===== config.mk =====
export PLATFORM = sky130hd
export DESIGN_NAME = wb_mem_arbiter_flat
export DESIGN_NICKNAME = d
export VERILOG_FILES = /design/src/rtl/wb_mem_arbiter_if.sv /design/src/rtl/wb_mem_arbiter.sv /design/src/flat_wrapper.sv
export SDC_FILE = /design/constraint.sdc
export NUM_CORES = 1
export LEC_CHECK = 0
export BUFFER_PORTS_ARGS = -buffer_cell sky130_fd_sc_hd__clkbuf_2
export CORE_AREA = 2 2 127 129
export DETAILED_ROUTE_END_ITERATION = 10
export DIE_AREA = 0 0 129 131
export SYNTH_ARGS = -nofsm -noshare
export SYNTH_HDL_FRONTEND = slang
export SYNTH_SLANG_ARGS = --single-unit

===== constraint.sdc =====
create_clock -name clk -period 3 [get_ports clk]
set_input_delay 0.3 -clock clk [delete_from_list [all_inputs] [get_ports clk]]
set_output_delay 0.3 -clock clk [all_outputs]
set_load 0.01 [all_outputs]

===== src/rtl/wb_mem_arbiter_if.sv =====
// Pipelined Wishbone B4 bus bundle for the memory arbiter.
// master drives the request side; slave drives the response side.
interface wb_mem_arbiter_if #(
    parameter int AW = 32,
    parameter int DW = 32
);
    logic          cyc;
    logic          stb;
    logic          we;
    logic [AW-1:0] adr;
    logic [DW-1:0] dat_w;
    logic [DW/8-1:0] sel;
    logic          ack;
    logic          err;
    logic          stall;
    logic [DW-1:0] dat_r;

    modport master (
        output cyc, stb, we, adr, dat_w, sel,
        input  ack, err, stall, dat_r
    );

    modport slave (
        input  cyc, stb, we, adr, dat_w, sel,
        output ack, err, stall, dat_r
    );
endinterface


===== src/rtl/wb_mem_arbiter.sv =====
// Two-master to one-slave pipelined Wishbone arbiter (fetch=m0, LSU=m1).
// WB_ARB_RR_EN selects round-robin tie-break; default is fixed M1 priority.
module wb_mem_arbiter #(
    parameter int AW   = 32,
    parameter int DW   = 32,
    parameter int OUTW = 4
) (
    input  logic            clk,
    input  logic            rstn,
    wb_mem_arbiter_if.slave  m0,
    wb_mem_arbiter_if.slave  m1,
    wb_mem_arbiter_if.master s,
    output logic [1:0]      gnt,
    output logic            proto_err
);
    typedef enum logic [1:0] {
        IDLE = 2'd0,
        G0   = 2'd1,
        G1   = 2'd2
    } state_t;

    localparam logic [OUTW-1:0] OUT_MAX = '1;

    state_t          state;
    state_t          state_nx;
    logic [OUTW-1:0] outst;
    logic            pick1;
    logic            inc;
    logic            dec;
    logic            drop;
    logic            perr_set;

    logic [AW-1:0]   adr_mux;
    logic [DW-1:0]   wdat_mux;
    logic [DW/8-1:0] sel_mux;

`ifdef WB_ARB_RR_EN
    logic last;

    always_ff @(posedge clk or negedge rstn) begin
        if (!rstn)
            last <= 1'b1;
        else if (state_nx == G0)
            last <= 1'b0;
        else if (state_nx == G1)
            last <= 1'b1;
    end

    // On a tie the master that was not served last wins
    always_comb pick1 = m1.cyc & (!m0.cyc | !last);
`else
    always_comb pick1 = m1.cyc;
`endif

    always_ff @(posedge clk or negedge rstn) begin
        if (!rstn)
            state <= IDLE;
        else
            state <= state_nx;
    end

    always_comb begin
        state_nx = state;
        unique case (state)
            IDLE: if (m0.cyc | m1.cyc) state_nx = pick1 ? G1 : G0;
            G0:   if (!m0.cyc) state_nx = m1.cyc ? G1 : IDLE;
            G1:   if (!m1.cyc) state_nx = m0.cyc ? G0 : IDLE;
            default: state_nx = IDLE;
        endcase
    end

    always_comb begin
        s.cyc    = 1'b0;
        s.stb    = 1'b0;
        s.we     = 1'b0;
        adr_mux  = '0;
        wdat_mux = '0;
        sel_mux  = '0;
        m0.stall = 1'b1;
        m0.ack   = 1'b0;
        m0.err   = 1'b0;
        m1.stall = 1'b1;
        m1.ack   = 1'b0;
        m1.err   = 1'b0;
        unique case (state)
            G0: begin
                s.cyc    = m0.cyc;
                s.stb    = m0.stb;
                s.we     = m0.we;
                adr_mux  = m0.adr;
                wdat_mux = m0.dat_w;
                sel_mux  = m0.sel;
                m0.stall = s.stall;
                m0.ack   = s.ack;
                m0.err   = s.err;
            end
            G1: begin
                s.cyc    = m1.cyc;
                s.stb    = m1.stb;
                s.we     = m1.we;
                adr_mux  = m1.adr;
                wdat_mux = m1.dat_w;
                sel_mux  = m1.sel;
                m1.stall = s.stall;
                m1.ack   = s.ack;
                m1.err   = s.err;
            end
            default: ;
        endcase
        s.adr   = adr_mux;
        s.dat_w = wdat_mux;
        s.sel   = sel_mux;
        m0.dat_r = s.dat_r;
        m1.dat_r = s.dat_r;
    end

    assign gnt = {state == G1, state == G0};

    assign inc  = s.stb & ~s.stall;
    assign dec  = s.ack | s.err;
    assign drop = ((state == G0) & ~m0.cyc) | ((state == G1) & ~m1.cyc);

    assign perr_set = (dec & (outst == '0))
                    | (drop & (outst != '0))
                    | (inc & ~dec & (outst == OUT_MAX));

    // A dropped cycle abandons whatever is still in flight
    always_ff @(posedge clk or negedge rstn) begin
        if (!rstn) begin
            outst <= '0;
        end else if (drop) begin
            outst <= '0;
        end else if (inc & ~dec) begin
            if (outst != OUT_MAX)
                outst <= outst + 1'b1;
        end else if (dec & ~inc) begin
            if (outst != '0)
                outst <= outst - 1'b1;
        end
    end

    always_ff @(posedge clk or negedge rstn) begin
        if (!rstn)
            proto_err <= 1'b0;
        else if (perr_set)
            proto_err <= 1'b1;
    end
endmodule

===== src/flat_wrapper.sv =====
// flat-port wrapper written by rule: the top's interface ports become plain ports
module wb_mem_arbiter_flat 
#(
    parameter int AW   = 32,
    parameter int DW   = 32,
    parameter int OUTW = 4
)
  (clk, rstn, gnt, proto_err, m0_cyc, m0_stb, m0_we, m0_adr, m0_dat_w, m0_sel, m0_ack, m0_err, m0_stall, m0_dat_r, m1_cyc, m1_stb, m1_we, m1_adr, m1_dat_w, m1_sel, m1_ack, m1_err, m1_stall, m1_dat_r, s_cyc, s_stb, s_we, s_adr, s_dat_w, s_sel, s_ack, s_err, s_stall, s_dat_r);
  wb_mem_arbiter_if #(.AW(AW), .DW(DW)) m0_i ();
  wb_mem_arbiter_if #(.AW(AW), .DW(DW)) m1_i ();
  wb_mem_arbiter_if #(.AW(AW), .DW(DW)) s_i ();
  input  logic clk;
  input  logic rstn;
  output logic [1:0] gnt;
  output logic proto_err;
  input wire logic [$bits(m0_i.cyc)-1:0] m0_cyc;
  input wire logic [$bits(m0_i.stb)-1:0] m0_stb;
  input wire logic [$bits(m0_i.we)-1:0] m0_we;
  input wire logic [$bits(m0_i.adr)-1:0] m0_adr;
  input wire logic [$bits(m0_i.dat_w)-1:0] m0_dat_w;
  input wire logic [$bits(m0_i.sel)-1:0] m0_sel;
  output wire logic [$bits(m0_i.ack)-1:0] m0_ack;
  output wire logic [$bits(m0_i.err)-1:0] m0_err;
  output wire logic [$bits(m0_i.stall)-1:0] m0_stall;
  output wire logic [$bits(m0_i.dat_r)-1:0] m0_dat_r;
  input wire logic [$bits(m1_i.cyc)-1:0] m1_cyc;
  input wire logic [$bits(m1_i.stb)-1:0] m1_stb;
  input wire logic [$bits(m1_i.we)-1:0] m1_we;
  input wire logic [$bits(m1_i.adr)-1:0] m1_adr;
  input wire logic [$bits(m1_i.dat_w)-1:0] m1_dat_w;
  input wire logic [$bits(m1_i.sel)-1:0] m1_sel;
  output wire logic [$bits(m1_i.ack)-1:0] m1_ack;
  output wire logic [$bits(m1_i.err)-1:0] m1_err;
  output wire logic [$bits(m1_i.stall)-1:0] m1_stall;
  output wire logic [$bits(m1_i.dat_r)-1:0] m1_dat_r;
  output wire logic [$bits(s_i.cyc)-1:0] s_cyc;
  output wire logic [$bits(s_i.stb)-1:0] s_stb;
  output wire logic [$bits(s_i.we)-1:0] s_we;
  output wire logic [$bits(s_i.adr)-1:0] s_adr;
  output wire logic [$bits(s_i.dat_w)-1:0] s_dat_w;
  output wire logic [$bits(s_i.sel)-1:0] s_sel;
  input wire logic [$bits(s_i.ack)-1:0] s_ack;
  input wire logic [$bits(s_i.err)-1:0] s_err;
  input wire logic [$bits(s_i.stall)-1:0] s_stall;
  input wire logic [$bits(s_i.dat_r)-1:0] s_dat_r;
  assign m0_i.cyc = m0_cyc;
  assign m0_i.stb = m0_stb;
  assign m0_i.we = m0_we;
  assign m0_i.adr = m0_adr;
  assign m0_i.dat_w = m0_dat_w;
  assign m0_i.sel = m0_sel;
  assign m0_ack = m0_i.ack;
  assign m0_err = m0_i.err;
  assign m0_stall = m0_i.stall;
  assign m0_dat_r = m0_i.dat_r;
  assign m1_i.cyc = m1_cyc;
  assign m1_i.stb = m1_stb;
  assign m1_i.we = m1_we;
  assign m1_i.adr = m1_adr;
  assign m1_i.dat_w = m1_dat_w;
  assign m1_i.sel = m1_sel;
  assign m1_ack = m1_i.ack;
  assign m1_err = m1_i.err;
  assign m1_stall = m1_i.stall;
  assign m1_dat_r = m1_i.dat_r;
  assign s_cyc = s_i.cyc;
  assign s_stb = s_i.stb;
  assign s_we = s_i.we;
  assign s_adr = s_i.adr;
  assign s_dat_w = s_i.dat_w;
  assign s_sel = s_i.sel;
  assign s_i.ack = s_ack;
  assign s_i.err = s_err;
  assign s_i.stall = s_stall;
  assign s_i.dat_r = s_dat_r;
  wb_mem_arbiter #(.AW(AW), .DW(DW), .OUTW(OUTW)) u_core (.clk(clk), .rstn(rstn), .m0(m0_i), .m1(m1_i), .s(s_i), .gnt(gnt), .proto_err(proto_err));
endmodule

* Yosys cells after proc, flatten, opt, wreduce, memory -nomap -nowiden
Index checks and enable logic that the tools add are counted.
** Cells by class
- Reduce and logical (&&, ||, !) cells :: 7
- Equal/unequal tests :: 8
- Bitwise operators :: 18
- Add/subtract/negate cells :: 2
- Multiplexer cells :: 24
** Operators with widths (count)
- 32-bit one-hot mux with 2 select lines :: 2
- 4-bit two-way mux :: 5
- 2-bit two-way mux :: 5
- 1-bit bitwise AND :: 8
- 4-bit one-hot mux with 2 select lines :: 1
- 1-bit two-way mux :: 7
- 1-bit one-hot mux with 2 select lines :: 3
- 2-bit one-hot mux with 3 select lines :: 1
- 3-bit AND reduction :: 2
- 3-bit nonzero test :: 2
- 1-bit inverter :: 5
- 1-bit OR :: 5
- 4-bit by 1-bit adder with 4-bit output, second input constant :: 1
- 4-bit equality test, second input constant :: 1
- 4-bit logical NOT :: 1
- 2-bit != test, second input constant :: 2
- 4-bit != test, second input constant :: 1
- 4-bit nonzero test :: 1
- 4-bit by 1-bit subtractor with 4-bit output, second input constant :: 1
- 3-bit by 2-bit != test with 1-bit output, second input constant :: 1
- 2-bit by 1-bit equality test with 1-bit output, second input constant :: 1
- 2-bit equality test, second input constant :: 1
- 2-bit logical NOT :: 1
- 2-bit by 1-bit != test with 1-bit output, second input constant :: 1
** Word-level totals
- Logic and storage cells :: 62
- Bits of input ports :: 179
- Output and inout bits :: 144
- Bits in registers :: 7

* Depth between registers and ports, before layout
Gate-level depths: netlist of run 1.
- Depth in word-level cells :: 8
- Gate-level depth with buffers :: 13
- Gate-level depth less buffers :: 13

* Worst setup path before layout of run 1
No wires, ideal clock.
- Kind :: reg2reg
- Start :: register u_core.state[0]
- End :: register u_core.outst[3]
- Setup time :: 0.119 ns
- Data arrival time :: 2.511 ns
- Path slack :: 0.370 ns
- Clock period less this slack :: 2.630 ns
- Stages on the path, launching flop included :: 14
- Required time :: 2.881 ns
- Cells stage by stage :: dfrtp_1 > inv_1 > ha_1 > a22oi_1 > nor2b_1 > nor2b_1 > ha_1 > inv_1 > ha_1 > a21o_1 > a21oi_1 > xnor2_1 > o21a_1 > o21a_1
** On the way
- Cells in the longest elaborated chain, start to end :: 7
** Ends and longest elaborated chain
- start: declaration :: RTL line wb_mem_arbiter.sv:24 : state_t state;
- start signal: assignment :: RTL line wb_mem_arbiter.sv:59 : state <= state_nx;
- 2-bit equality test (*)
- named net gnt[1] :: RTL line flat_wrapper.sv:14 : output logic [1:0] gnt;
- 1-bit one-hot mux with 2 select lines (*) :: RTL line wb_mem_arbiter.sv:85 : unique case (state)
- named net s_stb :: RTL line flat_wrapper.sv:37 : output wire logic [$bits(s_i.stb)-1:0] s_stb;
- 1-bit bitwise AND (*) :: RTL line wb_mem_arbiter.sv:119 : assign inc = s.stb & ~s.stall;
- 1-bit inverter :: RTL line wb_mem_arbiter.sv:136 : end else if (dec & ~inc) begin
- 1-bit bitwise AND :: RTL line wb_mem_arbiter.sv:136
- 3-bit nonzero test (no line)
- 3-bit AND reduction (no line)
- end signal: assignment :: RTL line wb_mem_arbiter.sv:135 : outst <= outst + 1'b1;
- end signal: assignment :: RTL line wb_mem_arbiter.sv:138 : outst <= outst - 1'b1;
- end: declaration :: RTL line wb_mem_arbiter.sv:26 : logic [OUTW-1:0] outst;
The timed path passes the listed nets; every way through them passes the cells marked *.
A chain may end at the register's enable or synchronous reset.

* Worst setup path after layout of run 1
- Start :: register u_core.state[1]
- End :: register u_core.outst[3]
** On the way
- Cells in the longest elaborated chain, start to end :: 7
** Ends and longest elaborated chain (RTL line)
- 2-bit equality test or 2-bit by 1-bit equality test with 1-bit output (tied branches) :: wb_mem_arbiter.sv:85, wb_mem_arbiter.sv:121
- 1-bit one-hot mux with 2 select lines :: wb_mem_arbiter.sv:85
- 1-bit bitwise AND :: wb_mem_arbiter.sv:119
- 1-bit inverter :: wb_mem_arbiter.sv:136
- 1-bit bitwise AND :: wb_mem_arbiter.sv:136
- 3-bit nonzero test (no line)
- 3-bit AND reduction (no line)
Parallel ways exist; a longest one is shown, timed or not.

==> results of run 1 <==
[cells in the mapped netlist, types with 3 or more instances]
cell type / count / area [um^2]
dfrtp_1: 7 / 175
buf_4: 64 / 480
nand2b_1: 3 / 18.8
nand2_1: 4 / 15.0
and2_1: 4 / 25.0
nor2_1: 6 / 22.5
buf_1: 10 / 37.5
nor2b_1: 72 / 450
ha_1: 7 / 87.6
inv_1: 8 / 30.0
a22oi_1: 71 / 533
clkbuf_1: 11 / 41.3
[placed cells by master (no fill, tap or decap)]
| master | count |
|---|---|
| a22oi_1 | 71 |
| a21oi_1 | 2 |
| a21o_1 | 1 |
| nor2b_1 | 72 |
| inv_1 | 8 |
| o22ai_1 | 1 |
| dfrtp_1 | 7 |
| nand2_1 | 4 |
| nand2b_1 | 3 |
| o2111ai_1 | 2 |
| clkbuf_16 | 3 |
| a211oi_1 | 2 |
| nor4_2 | 1 |
| o21a_1 | 2 |
| nor2_8 | 1 |
| or3_1 | 1 |
| clkbuf_1 | 1 |
| and2_1 | 4 |
| ha_1 | 4 |
| xnor2_1 | 2 |
| nor2b_4 | 1 |
| a21oi_2 | 1 |
| buf_4 | 3 |
| nand4_1 | 1 |
| ha_2 | 3 |
| fa_1 | 1 |
| o21ai_0 | 1 |
| mux2i_1 | 1 |
| clkbuf_2 | 226 |
| dlygate4sd3_1 | 1 |
| a31oi_1 | 1 |
| nor2_1 | 6 |
[path summary, 6_finish.rpt]
path	from	endpoint	slack, ps	cells past startpoint
worst max register to register	u_core.state[1]	u_core.outst[3]	330	12
worst max-delay path	u_core.state[1]	u_core.outst[3]	330	12
worst min-delay path	m0_cyc	u_core.state[0]	350	3
max in group asynchronous	rstn	u_core.state[1]	2380	2
min in group asynchronous	rstn	u_core.outst[2]	450	2
worst min register to register	u_core.proto_err	u_core.proto_err	480	1
[power groups by stage]
stage          clock network (uW)  logic, uW  registers [uW]
5_1_grt                       242       2310             198
3_5_place_dp                    0       2100             191
6_report                      232       2090             190
2_1_floorplan                   0       1530             176
3_3_place_gp                    0       2080             189
4_1_cts                       235       2110             190
[registers in the layout (all words and copies together), names as in the netlist]
name              cells
u_core.outst          4
u_core.state          2
u_core.proto_err      1
[worst max-delay path: stages, from the launching register on]
cell     delay, ps
dfrtp_1        390
inv_1           80
ha_2           320
nor2b_1        190
nor2b_1        170
ha_1           210
inv_1          120
ha_1           300
a21o_1         180
a21oi_1        170
xnor2_1        100
o21a_1         170
o21a_1         160
[stage by stage]
stage / hold WS, ps / setup WS (ps)
after floorplan: 4.41 / 370
after global placement: 152 / 417
after detailed placement: 150 / 312
after CTS: 346 / 295
after global routing: 379 / 109
final: 350 / 326
[layout make-up]
class,instances,area share (%)
clock buffers,4,2.56
inverters,8,0.976
multi-input cells,189,44.1
repair buffers,230,37.8
well taps,216,8.79
flip-flops and latches,7,5.70
[per-layer routing]
metal | up-vias | GRT usage [%] | wire length (um)
li1 | 1249 | - | -
met1 | 1132 | 9.29 | 3160
met2 | 136 | 14.0 | 3930
met3 | 18 | 2.24 | 671
met4 | 0 | 2.43 | 146
met5 | - | 0 | 0
[logic make-up (layout without fill, tap and decap cells)]
kind of cell	count (synthesis)	in the layout	share of synthesized area, %
AOI/OAI and AO/OA	84	84	29.4
muxes	1	1	0.471
xor gates and xnor gates	2	2	0.825
buffers and inverters	95	242	28.2
and+or+nand+nor	94	94	27.8
adders and majority gates	8	8	5.06
DFF	7	7	8.25
==> impl_metrics.ini, run 1 <==
[clock_network]
cts_max_level = 1
clk_path_buf_depth = 2
cts-resized-gates = 0
cts_sinks = 7
root_buffer = clkbuf_16
cts_tree = yes
ctsHoldBuffers = 1
postCtsSetupRepairBufs = 0
cts_buffers = 3
clock_latency_ps = 230
clk_pin_slew_ps = 40

[die]
die_height_um = 131
num_rows = 46
start_util_pct = 13.6
die-width_um = 129
io_pins = 323
die-area_mm2 = 0.0169
core_area_mm2 = 0.0156

[routing]
drt_iter0_drc = 95
wl_mm = 7.91
viasPerCell = 3.88
ant_nets = 0
drt-wirelength-per-cell_um = 12.1
drc = 0
drt_pass1_iterations = 4
vias = 2535

[pwr]
power_switching_uw = 1260
power.internal_uw = 1250
p_clk_share_pct = 9.2
vdd_ir_drop_max_v = 0.000861
pwr-share-seq_pct = 7.6
p_leak_uw = 0.00151
p_per_area_mw_per_mm2 = 816
totalPowerFinal_uw = 2510
sw_frac_of_total_pct = 50.2
combPwrFrac_pct = 83.2

[critical_path]
startpoint_type = flop
path_class = reg2reg
cp.required_ps = 3120
end_kind = flop
cp_data_arrival_time_ps = 2800
cp_max_fo = 4

[sta]
finalCriticalPeriod_ps = 2670
worstMarginPinSlew_ps = 818
max_freq_ghz = 0.374
maxSlewViolCount = 0
final.setup.tns_ps = 0
rsz0062_at_grt = no
maxSlewHeadroom_pct = 45.5
fin_skew_ps = 1.72
fin_crit_sh_pct = 89.1
hold_violations = 0
setup_violations = 0

[cells_and_area]
num-nets-final = 626
area_delta_synth_final_pct = 44.8
n_fill_cell = 1767
antennaDiodeCount = 0
multi_input_area_mm2 = 0.00136
stdcell_area_mm2 = 0.00308
layout-drive-gt1-share_pct = 54.6
fin_cells = 654
ff_latch_area_um2 = 175
fin_util_pct = 19.7

[place]
hpwlAfterDp_mm = 6.15
port-buffer-count = 226
dpl.cell_count = 649
placed_area_mm2 = 0.00299
gp_congestion = 0.698

[synth]
ys_seq_area_share_pct = 8.24
syn_inst = 291
synth_fp_nets = 478
synth-edff-count = 0
ys_ff_latch = 7
synth_area_mm2 = 0.00212
syn_area_per_cell_um2 = 7.30
synthFlopType = dfrtp_1
ys_async_sr_fraction_pct = 100
synthDistinctLibCells = 30
yosys_warnings = 0

[global_routing]
grt_max_degree = 77
grt_overflow = 0
grt_pass1_wl_mm = 10.8
grtUsageTotal_pct = 7.90
antenna_found_initial = 0
grt_pass1_vias = 2161

[run_status]
status = completed

[run]
max_cap_violations = 0

[min_path]
min_path_type = in2reg
(Power assumes the default switching activity.)
==> inputs of run 2 (changes only) <==
--- a/config.mk
+++ b/config.mk
@@ -9,6 +9,7 @@
 export CORE_AREA = 2 2 127 129
 export DETAILED_ROUTE_END_ITERATION = 10
 export DIE_AREA = 0 0 129 131
+export REMOVE_ABC_BUFFERS = 1
 export SYNTH_ARGS = -nofsm -noshare
 export SYNTH_HDL_FRONTEND = slang
 export SYNTH_SLANG_ARGS = --single-unit
==> run 2 against run 1 <==
Compared with the run above:
- core utilization unchanged
- sequential power hardly changed
- sequential share of layout area is the same
- non-clock buffer count stayed put
- first-iteration DRC count increased by 34%
- critical path depth is the same
- die area stayed put
- wire length grew 42%
- worst hold slack improved by 1.6 ps
- sequential cell count is the same
- critical path type unchanged
==> impl_metrics.ini, run 2 (synthesized netlist as in run 1, its figures left out) <==
[die]
core_area_mm2 = 0.0156
die-width_um = 129
die-area_mm2 = 0.0169
io_pins = 323
start_util_pct = 13.6
num_rows = 46
die_height_um = 131

[run_status]
status = completed

[cells_and_area]
antennaDiodeCount = 0
num-nets-final = 626
final_common_cell = clkbuf_2
n_fill_cell = 1799
largest_reg_flops = 4
layout-drive-gt1-share_pct = 54.6
top_regs = u_core.outst: 4 flops, u_core.state: 2 flops, u_core.proto_err: 1 flops
area_delta_synth_final_pct = 44.8
final_cell_mix = clkbuf_2 (226), nor2b_1 (72), a22oi_1 (71), inv_1 (8), dfrtp_1 (7)
regMostFlops = u_core.outst

[sta]
finalCriticalPeriod_ps = 2660
setup_violations = 0
final.setup.tns_ps = 0
max_freq_ghz = 0.376
hold_violations = 0
fin_crit_sh_pct = 88.6
rsz0062_at_grt = no
maxSlewHeadroom_pct = 45.8
maxSlewViolCount = 0
fin_skew_ps = 2.28
hold_slack_ps = 352
worstMarginPinSlew_ps = 814

[clock_network]
cts_buffers = 3
clock_latency_ps = 240
clk_pin_slew_ps = 40
postCtsSetupRepairBufs = 0
cts_max_level = 1
clk_path_buf_depth = 2
root_buffer = clkbuf_16
cts-resized-gates = 0
cts_sinks = 7
ctsHoldBuffers = 1
cts_tree = yes

[routing]
ant_nets = 0
drt_iter0_drc = 127
viasPerCell = 4.14
drt-wirelength-per-cell_um = 17.2
drc = 0
vias = 2705
wl_mm = 11.3
drt_pass1_iterations = 4

[place]
gp_congestion = 0.777
hpwlAfterDp_mm = 9.33
port-buffer-count = 226

[pwr]
power.internal_uw = 1250
p_per_area_mw_per_mm2 = 830
power_switching_uw = 1300
vdd_ir_drop_max_v = 0.000874
sw_frac_of_total_pct = 51.0
p_leak_uw = 0.00151
p_clk_share_pct = 9.2
pwr-share-seq_pct = 7.5
combPwrFrac_pct = 83.3

[global_routing]
antenna_found_initial = 0
grt_max_degree = 77
grtUsageTotal_pct = 11.6
grt_pass1_wl_mm = 14.4
grt_overflow = 0
grt_pass1_vias = 2261

[critical_path]
end_kind = flop
path_class = reg2reg
cp_data_arrival_time_ps = 2780
startpoint_type = flop
cp_max_fo = 4
cp.required_ps = 3120

[run]
max_cap_violations = 0

[min_path]
min_path_type = in2reg
-- run 2: cell counts in the layout (fill, tap and decap cells not counted) --
Identical to the previous run, type by type.
-- run 2: area by class of cell --
cell class | instances | area, um^2 | share of cell area, %
multi-input combinational | 189 | 1360 | 44.1
timing repair buffer | 230 | 1160 | 37.8
tap | 216 | 270 | 8.79
sequential | 7 | 175 | 5.70
clock buffer | 4 | 78.8 | 2.56
inverter | 8 | 30.0 | 0.976
-- run 2: path summary, 6_finish.rpt --
kind	start	endpoint	slack, ps	cells after the start
worst min register to register	u_core.proto_err	u_core.proto_err	500	1
min in group asynchronous	rstn	u_core.proto_err	450	2
worst min-delay path	m0_cyc	u_core.state[0]	350	3
worst max register to register	u_core.state[0]	u_core.outst[3]	340	12
worst max-delay path	u_core.state[0]	u_core.outst[3]	340	12
max in group asynchronous	rstn	u_core.outst[2]	2380	2
-- run 2: critical path, cell delays in order, from the launching register on --
cell and delay [ps]:
dfrtp_1 390, inv_1 90, ha_2 320, nor2b_1 170, nor2b_1 170, ha_1 220, inv_1 120, ha_1 290
a21o_1 180, a21oi_1 160, xnor2_1 100, o21a_1 180, o21a_1 160
-- run 2: power by group through the flow --
stage | Clock (uW) | Combinational, uW | Sequential, uW
5_1_grt | 242 | 2370 | 198
3_5_place_dp | 0 | 2170 | 193
3_3_place_gp | 0 | 2160 | 190
4_1_cts | 237 | 2190 | 192
6_report | 234 | 2130 | 191
2_1_floorplan | 0 | 1380 | 176
-- run 2: per-layer routing --
| metal | share of wire [%] | global-route usage (%) |
|---|---|---|
| met4 | 0.30 | 0.959 |
| met3 | 20 | 10.8 |
| met1 | 41 | 14.4 |
| met5 | 0.46 | 3.82 |
| met2 | 38 | 14.8 |
-- run 2: per-stage QoR --
stage	total power, uW	worst slack [ps]	util, %	instances	area (um^2)
floorplan	1560	-1000	-	204	1560
global placement	2350	455	19.1	649	2990
detailed placement	2370	319	19.1	649	2990
CTS	2620	314	19.7	654	3080
global route	2810	89.1	19.7	654	3080
finish	2550	342	19.7	654	3080
==> inputs of run 3 (changes only) <==
--- a/config.mk
+++ b/config.mk
@@ -6,9 +6,11 @@
 export NUM_CORES = 1
 export LEC_CHECK = 0
 export BUFFER_PORTS_ARGS = -buffer_cell sky130_fd_sc_hd__clkbuf_2
-export CORE_AREA = 2 2 127 129
+export CELL_PAD_IN_SITES_DETAIL_PLACEMENT = 2
+export CELL_PAD_IN_SITES_GLOBAL_PLACEMENT = 2
+export CORE_UTILIZATION = 12
 export DETAILED_ROUTE_END_ITERATION = 10
-export DIE_AREA = 0 0 129 131
+export PLACE_DENSITY_LB_ADDON = 0.1
 export REMOVE_ABC_BUFFERS = 1
 export SYNTH_ARGS = -nofsm -noshare
 export SYNTH_HDL_FRONTEND = slang
==> run 3 against run 2 <==
Compared with the run above:
- critical path depth unchanged
- core utilization decreased by 1.9 points
- highest routed layer unchanged
- register-to-register slack got worse by 40 ps
- critical path type unchanged
==> impl_metrics.ini, run 3 (synthesized netlist as in run 1, its figures left out) <==
[die]
core_area_mm2 = 0.0173
start_util_pct = 12.3
die-area_mm2 = 0.0182
num_rows = 48
die-width_um = 135
io_pins = 323
die_height_um = 135

[critical_path]
cp.required_ps = 3120
slowest_stage = dfrtp_1
critical_path_buf_inv_count = 2
rr_worst_depth = 12
worstReg2RegStart = u_core.state[0]
end_kind = flop
path_class = reg2reg
max_stage_delay_ps = 400
crit_chain = inv_1 > ha_2 > nor2b_1 > nor2b_1 > ha_1 > inv_1 > ha_1 > a21o_1 > a21oi_1 > xnor2_1 > o21a_1 > o21a_1
crit_path_start = u_core.state[0]
cp_data_arrival_time_ps = 2820
critical_path.top_delay_family = adder cells
cp_max_fo = 4
r2r_setup_slack_ps = 300
path_depth = 12
rr_endpoint = u_core.outst[3]
worstSetupEndpoint = u_core.outst[3]
startpoint_type = flop

[pwr]
p_leak_uw = 0.00151
totalPowerFinal_uw = 2610
p_per_area_mw_per_mm2 = 844
vdd_ir_drop_max_v = 0.000634

[cells_and_area]
top_regs = u_core.outst: 4 flops, u_core.state: 2 flops, u_core.proto_err: 1 flops
area_delta_synth_final_pct = 45.4
layout-drive-gt1-share_pct = 54.6
fin_cells = 664
regMostFlops = u_core.outst
final_common_cell = clkbuf_2
final_cell_mix = clkbuf_2 (226), nor2b_1 (72), a22oi_1 (71), inv_1 (8), dfrtp_1 (7)
num-nets-final = 626
largest_reg_flops = 4

[sta]
finalCriticalPeriod_ps = 2700
fin_skew_ps = 2.40
maxSlewViolCount = 0
worstMarginPinSlew_ps = 901
maxSlewHeadroom_pct = 39.9
hold_violations = 0
fin_crit_sh_pct = 90.1
max_freq_ghz = 0.370
setup_violations = 0
rsz0062_at_grt = no

[routing]
vias = 2732
viasPerCell = 4.11
drt_pass1_iterations = 4
wl_mm = 13.9
drc = 0
drt_iter0_drc = 93
ant_nets = 0
drt-wirelength-per-cell_um = 21.0

[global_routing]
grt_pass1_vias = 2751
antenna_found_initial = 2
grt_pass1_wl_mm = 18.9
grt_max_degree = 77
grt_overflow = 0
grtUsageTotal_pct = 14.0

[clock_network]
postCtsSetupRepairBufs = 0
cts_sinks = 7
cts-resized-gates = 0
cts_tree = yes
clk_pin_slew_ps = 40
cts_max_level = 1
root_buffer = clkbuf_16
cts_buffers = 3
clock_latency_ps = 230
clk_path_buf_depth = 2

[place]
dpl.cell_count = 658
port-buffer-count = 226
hpwlAfterDp_mm = 11.3
gp_congestion = 0.720

[min_path]
hold_path_depth = 3
min_path_type = in2reg

[run_status]
status = completed

[run]
max_cap_violations = 0
## run 3: cell count changes in the layout (fill, tap and decap cells not counted)
| cell | previous run | this run |
|---|---|---|
| diode_2 | 0 | 1 |
## run 3: how the worst min path moves through the flow
| stage | startpoint | endpoint | slack (ps) |
|---|---|---|---|
| 2_1_floorplan | rstn | u_core.outst[0] | 4 |
| 3_3_place_gp | rstn | u_core.proto_err | 160 |
| 3_5_place_dp | rstn | u_core.proto_err | 160 |
| 4_1_cts | m0_cyc | u_core.state[0] | 380 |
| 5_1_grt | m0_cyc | u_core.state[0] | 390 |
| 6_report | m0_cyc | u_core.state[0] | 360 |
## run 3: per-stage QoR
step	setup WS, ps	area (um^2)	hold slack, ps	util [%]	setup TNS (ps)
after floorplan	-1000	1560	4.41	-	-2960
after global placement	343	3000	164	17.3	0
after detailed placement	254	3000	164	17.3	0
after CTS	241	3090	376	17.8	0
after global routing	107	3090	386	17.8	0
final	298	3090	361	17.9	0
## run 3: area by class of cell
class	instances	area [um^2]
inverter	8	30.0
antenna	1	2.50
tap	225	282
clock buffer	4	78.8
fill	2105	14200
timing repair buffer	230	1160
sequential	7	175
multi-input combinational	189	1360
## run 3: tightest hold or removal path: stages
cell and delay, ps:
clkbuf_2 110, o2111ai_1 80, nand2_1 60
## run 3: timing repair
action,in CTS,in global routing
endpoints found under the setup margin,0,0
hold endpoints to repair,7,0
hold buffers,1,0
## run 3: metal layers
metal	vias to the layer above	global-route usage (%)	share of wire [%]
li1	1247	-	-
met1	1284	16.3	40
met2	193	21.2	43
met3	4	10.8	17
met4	4	0.375	0.022
met5	-	2.50	0.56
## run 3: report_power, final
group	internal, uW	total, uW	switching (uW)
Combinational	938	2190	1250
Sequential	137	193	56.7
Clock	177	226	49.2
Total	1250	2610	1360
